## config.mk

```make
export PLATFORM = sky130hd
export DESIGN_NAME = fetch_unit
export DESIGN_NICKNAME = d
export VERILOG_FILES = /design/src/rtl/rv_pkg.sv /design/src/rtl/pc_next.sv /design/src/rtl/fetch_unit.sv
export SDC_FILE = /design/constraint.sdc
export NUM_CORES = 1
export LEC_CHECK = 0
export CORE_MARGIN = 4
export CORE_UTILIZATION = 41
export CTS_CLUSTER_DIAMETER = 50
export DETAILED_ROUTE_END_ITERATION = 12
export GPL_ROUTABILITY_DRIVEN = 0
export PLACE_DENSITY = 0.86
export REMOVE_ABC_BUFFERS = 1
export SLEW_MARGIN = 5
export SYNTH_ARGS = -nofsm -noshare
export SYNTH_HDL_FRONTEND = slang
export SYNTH_SLANG_ARGS = --single-unit
```

## constraint.sdc

```tcl
create_clock -name clk -period 4.9 [get_ports clk]
set_clock_uncertainty 0.1 [all_clocks]
set_input_delay 0.98 -clock clk [delete_from_list [all_inputs] [get_ports clk]]
set_output_delay 0.98 -clock clk [all_outputs]
set_load 0.05 [all_outputs]
```

## src/rtl/rv_pkg.sv

```systemverilog
// Shared fetch-path definitions: FSM state encoding, reset constants and
// RISC-V instruction field bit positions.
package rv_pkg;

    typedef enum logic [1:0] {
        S_REQ   = 2'd0,
        S_WAIT  = 2'd1,
        S_VALID = 2'd2,
        S_ERR   = 2'd3
    } fetch_state_t;

    localparam logic [31:0] RESET_PC_DEFAULT = 32'h0000_0000;
    localparam logic [31:0] NOP_INSTR        = 32'h0000_0013;
    localparam logic [31:0] PC_STEP          = 32'd4;

    localparam int OPCODE_LSB = 0;
    localparam int OPCODE_MSB = 6;
    localparam int RD_LSB     = 7;
    localparam int RD_MSB     = 11;
    localparam int FUNCT3_LSB = 12;
    localparam int FUNCT3_MSB = 14;
    localparam int RS1_LSB    = 15;
    localparam int RS1_MSB    = 19;
    localparam int RS2_LSB    = 20;
    localparam int RS2_MSB    = 24;
    localparam int FUNCT7_LSB = 25;
    localparam int FUNCT7_MSB = 31;

endpackage

```

## src/rtl/pc_next.sv

```systemverilog
// Next-PC logic: sequential increment, branch-target select and target
// alignment check, purely combinational.
module pc_next
    import rv_pkg::*;
(
    input  logic [31:0] pc,
    input  logic        next_pc_src,
    input  logic [31:0] branch_target,
    output logic [31:0] pc_plus4,
    output logic [31:0] pc_target,
    output logic        misalign
);

    // Plain 32-bit add: 0xFFFF_FFFC wraps to 0 without any error.
    assign pc_plus4  = pc + PC_STEP;
    assign pc_target = next_pc_src ? branch_target : pc_plus4;
    assign misalign  = next_pc_src && (branch_target[1:0] != 2'b00);

endmodule

```

## src/rtl/fetch_unit.sv

```systemverilog
// Single-outstanding instruction fetch: request, wait for read data, hold the
// registered instruction until retired, then advance the PC.
//
// state   | meaning
// S_REQ   | issue one-cycle imem read at PC
// S_WAIT  | wait for imem_rvalid, capture rdata
// S_VALID | instruction presented, hold until inst_ready
// S_ERR   | misaligned branch target seen, absorbing until reset
module fetch_unit
    import rv_pkg::*;
#(
    parameter logic [31:0] RESET_PC = RESET_PC_DEFAULT
) (
    input  logic        clk,
    input  logic        rst_n,
    input  logic        NextPCSrc,
    input  logic [31:0] BranchTarget,
    output logic        imem_req,
    output logic [31:0] imem_addr,
    input  logic        imem_rvalid,
    input  logic [31:0] imem_rdata,
    output logic        inst_valid,
    input  logic        inst_ready,
    output logic [31:0] Instruction,
    output logic [6:0]  OpCode,
    output logic [2:0]  Funct3,
    output logic [6:0]  Funct7,
    output logic [4:0]  Rs1,
    output logic [4:0]  Rs2,
    output logic [4:0]  Rd,
    output logic [31:0] PC,
    output logic [31:0] PCPlus4,
    output logic        misalign_err
);

    fetch_state_t state;
    fetch_state_t state_next;

    logic [31:0] pc_q;
    logic [31:0] instr_q;
    logic        err_q;

    logic        capture;
    logic        retire;
    logic        set_err;
    logic [31:0] pc_plus4;
    logic [31:0] pc_target;
    logic        misalign;

    pc_next u_pc_next (
        .pc            (pc_q),
        .next_pc_src   (NextPCSrc),
        .branch_target (BranchTarget),
        .pc_plus4      (pc_plus4),
        .pc_target     (pc_target),
        .misalign      (misalign)
    );

    always_ff @(posedge clk) begin
        if (!rst_n) begin
            state <= S_REQ;
        end else begin
            state <= state_next;
        end
    end

    always_comb begin
        state_next = state;
        imem_req   = 1'b0;
        inst_valid = 1'b0;
        capture    = 1'b0;
        retire     = 1'b0;
        set_err    = 1'b0;
        case (state)
            S_REQ: begin
                imem_req   = 1'b1;
                state_next = S_WAIT;
            end
            S_WAIT: begin
                if (imem_rvalid) begin
                    capture    = 1'b1;
                    state_next = S_VALID;
                end
            end
            S_VALID: begin
                inst_valid = 1'b1;
                if (inst_ready) begin
                    if (misalign) begin
                        set_err    = 1'b1;
                        state_next = S_ERR;
                    end else begin
                        retire     = 1'b1;
                        state_next = S_REQ;
                    end
                end
            end
            S_ERR: begin
                state_next = S_ERR;
            end
            default: begin
                state_next = S_REQ;
            end
        endcase
        // The state register already sits in S_REQ while rst_n is still low;
        // keep the bus quiet until the first cycle out of reset.
        if (!rst_n) begin
            imem_req   = 1'b0;
            inst_valid = 1'b0;
        end
    end

    always_ff @(posedge clk) begin
        if (!rst_n) begin
            pc_q    <= RESET_PC;
            instr_q <= NOP_INSTR;
            err_q   <= 1'b0;
        end else begin
            if (capture) begin
                instr_q <= imem_rdata;
            end
            if (retire) begin
                pc_q <= pc_target;
            end
            if (set_err) begin
                err_q <= 1'b1;
            end
        end
    end

    assign imem_addr    = pc_q;
    assign PC           = pc_q;
    assign PCPlus4      = pc_plus4;
    assign Instruction  = instr_q;
    assign misalign_err = err_q;

    assign OpCode = instr_q[OPCODE_MSB:OPCODE_LSB];
    assign Rd     = instr_q[RD_MSB:RD_LSB];
    assign Funct3 = instr_q[FUNCT3_MSB:FUNCT3_LSB];
    assign Rs1    = instr_q[RS1_MSB:RS1_LSB];
    assign Rs2    = instr_q[RS2_MSB:RS2_LSB];
    assign Funct7 = instr_q[FUNCT7_MSB:FUNCT7_LSB];

endmodule

```

Yosys cells after proc, flatten, opt, wreduce, memory -nomap -nowiden --
Index checks and enable logic that the tools add are counted. W data, S select, Z words.
Word-level totals: flip-flop bits (word level) 67, input bits 69
Cells by class: equality and inequality tests 5, reduce and logical (&&, ||, !) cells 4, add/sub/neg operators 1, muxes and demuxes 17
Operator list (number):
- $add A32 B3 Y32 const B | 1
- $mux W32 | 1
- $mux W1 | 12
- $pmux W2 S4 | 1
- $mux W2 | 3
- $eq A2 B2 Y1 const B | 2
- $ne A2 B2 Y1 const B | 2
- $eq A2 B1 Y1 const B | 1
- $logic_not A2 Y1 | 1
- $reduce_and A2 Y1 | 1
- $reduce_bool A2 Y1 | 1
- $logic_and A1 B1 Y1 | 1

Logic depth before layout (Yosys ltp) --
word-level depth 5, depth in mapped cells 8

Modules after synthesis --
A second synthesis with hierarchy kept.
Second synthesis, totals: cells, all modules 534, area total of the unflattened synthesis 4364.2 um2
By module, submodules not included:
- fetch_unit | instances 1, cells each 360, area each 3236.9 um2
- pc_next | instances 1, cells each 174, area each 1127.3 um2

Worst setup path before layout --
OpenSTA, ideal clock, no wires.
path kind input -> output, from in rst_n, to out inst_valid, arrival time 2.693 ns, stages 4, path buffers 2, setup slack 1.127 ns, cell sequence clkbuf_1 inv_1 clkbuf_1 nor3b_1
On the way: cells in the longest elaborated chain, start to end 1
Ends and longest elaborated chain:
- start, declared | line fetch_unit.sv:15 | input logic rst_n,
- $mux W1 | line fetch_unit.sv:106 | if (!rst_n) begin
- end, declared | line fetch_unit.sv:22 | output logic inst_valid,
Every way passes these cells.

Final worst setup path --
from reg pc_q[2], in the netlist PC[2], to out PCPlus4[12]
On the way: cells in the longest elaborated chain, start to end 1
Ends and longest elaborated chain:
- start, declared | line fetch_unit.sv:39 | logic [31:0] pc_q;
- start signal, assigned | line fetch_unit.sv:122 | pc_q <= pc_target;
- $add A32 B3 Y32 | line pc_next.sv:15 | assign pc_plus4 = pc + PC_STEP;
- end, declared | line fetch_unit.sv:32 | output logic [31:0] PCPlus4,
Every way passes these cells.

==> results_dict.tcl <==
set metrics [dict create \
    dieArea_um2 11250 \
    ys_warn_count 0 \
    cts_sinks 67 \
    final_layout_size_suffix_gt1_frac 0.06917 \
    avgSynthCellArea_um2 7.658 \
    port_buffers 231 \
    syn-cell-area_um2 3944 \
    max-vdd-ir-drop_v 0.0001807 \
    layout_commonest_cell "clkdlybuf4s50_1" \
    wl_met3_um 992 \
    dp_hpwl_um 9905 \
    routed.top_layer "met4" \
    num_rows 35 \
    start_util 0.4248 \
    setup-violations-final 0 \
    synth_cell_types 53 \
    track_usage 0.2265 \
    hold_viol 0 \
    ys_seq_elements 67 \
    grt_max_degree 53 \
    die_height_um 106.1 \
    synth_area_leader_cell "dfxtp_1" \
    met2RoutedLength_um 6744 \
    crit_required_ns 3.82 \
    drt-total-wl_um 13230 \
    area_growth_pct 52.54 \
    htree_num_levels 3 \
    first_iter_violations 185 \
    leakage_nw 2.118 \
    routed-via-count 4115 \
    grt_pass1_wl_um 20730 \
    worst_pin_slew_ns 1.253 \
    antenna_left 0 \
    synthArstFlopShare 0 \
    start_kind "flip-flop" \
    synth_area_leaders "dfxtp_1, buf_4, nand2_1" \
    status "finished clean" \
    fin_crit_sh 0.8839 \
    vias_per_cell 5.183 \
    holdPathStages 2 \
    finalCriticalPeriod_ns 4.331 \
    regToRegSetupSlack_ns 2.47 \
    maxSlewViolCount 0 \
    syn_inst 515 \
    synth-edff-count 0 \
    cts_made_buffers 9 \
    finalNetCount 730 \
    wl_met1_um 5257 \
    core_area_um2 9284 \
    io-pin-count 232 \
    drtPass1Iterations 4 \
    setup_tns_ns 0 \
    die_w_um 106.1 \
    worstPathArrival_ns 3.25 \
    grt_pass1_vias 4075 \
    hold_ws_ns 0.3748 \
    synth_seq_area_share 0.3401 \
    root_buffer "clkbuf_8" \
    hold_class "flip-flop to flip-flop" \
    post_cts_resized 0 \
    wl_per_cell_um 16.66 \
    crit_fanout 9 \
    max_clock_freq_mhz 230.9 \
    drc 0 \
    ctsHoldBuffers 0 \
    worstSetupPathType "flip-flop to output port" \
    layout_common_cells "clkdlybuf4s50_1, nand2_1, dfxtp_1" \
    synth_top_area_frac 0.3401 \
    yosys_most_used_dff "dfxtp_1" \
    overflow 0 \
    p_per_area_nw_per_um2 230.3 \
    antenna_found_initial 0 \
    path_clk_slew_ns 0.08 \
    slew_headroom 0.1639 \
    rsz0062_at_grt "no" \
    diodes 0 \
    endpoint_kind "output port" \
    reg2reg_depth 6 \
    cts_tree "built" \
    post_cts_buffers 0 \
    worst_skew_pair.late_latency_ns 0.33 \
    maxCapViolCount 0 \
    cts.path.max_buffers 2 \
]
-- metrics by stage --
step	total power, mW	worst slack (ns)	cell area [um^2]	std cells	utilization
floorplan	0.7710	0.7124	3304	413	-
global placement	0.9226	0.9974	5817	778	0.6266
detailed placement	0.9280	0.9590	5817	778	0.6266
CTS	1.402	0.5844	6016	794	0.6480
global route	1.439	0.3392	6016	794	0.6480
finish	1.386	0.5689	6016	794	0.6480
-- power breakdown --
| group | leakage, nW | internal (mW) | switching [mW] | total [mW] |
|---|---|---|---|---|
| combinational | 1.48 | 0.128 | 0.205 | 0.333 |
| clock | 0.0923 | 0.238 | 0.233 | 0.470 |
| sequential | 0.544 | 0.562 | 0.0200 | 0.582 |
| total | 2.12 | 0.928 | 0.457 | 1.39 |
-- cell families after synthesis --
group	synth area share
adder cells (fa/ha/maj)	0.003172
AND/OR/NAND/NOR	0.2490
flip-flops	0.3401
AO/OA/AOI/OAI	0.1745
buffers and inverters	0.1659
multiplexers	0.005076
XOR/XNOR	0.06218
-- worst max-delay path, stage by stage (launching register included) --
cell	delay, ns
dfxtp_1	0.45
ha_1	0.30
nand3_1	0.37
nor2_1	0.53
and3_1	0.25
xor2_1	0.19
clkdlybuf4s50_1	0.84
-- Yosys cell counts, types with 3 or more instances --
library cell,n
xnor2_1,19
nand2_1,103
clkbuf_1,28
nand3_1,25
a31oi_1,6
buf_2,6
buf_4,66
nand2b_1,4
dfxtp_1,67
inv_1,3
xor2_1,9
o21ai_0,17
nor2_1,26
o41ai_1,3
a31o_2,8
o311ai_0,5
a32o_1,3
nand4_1,7
and3_1,8
nor3_1,7
a22o_1,3
a21oi_1,50
a22oi_1,4
-- worst paths after layout --
kind / from / to
max: PC[2] / PCPlus4[12]
min: Instruction[15] / Instruction[15]
max reg2reg: PC[2] / PC[28]
min reg2reg: Instruction[15] / Instruction[15]
-- cell type report --
class | instances | area, um^2
multi-input combinational | 342 | 1959
clock buffer | 9 | 123.9
timing repair buffer | 236 | 2340
inverter | 4 | 15.01
clock inverter | 7 | 75.07
fill | 806 | 3268
sequential | 67 | 1341
tap | 129 | 161.4
-- flip-flops by register name, indices dropped and copies added (netlist names) --
register,count
Instruction,32
PC,32
state,2
misalign_err,1
-- metal layers --
layer  up-vias  GRT usage
met1      1922     0.2654
li1       1999          -
met4         0    0.08326
met5         -          0
met2       174     0.4026
met3        20    0.05161
(Power assumes the default switching activity.)
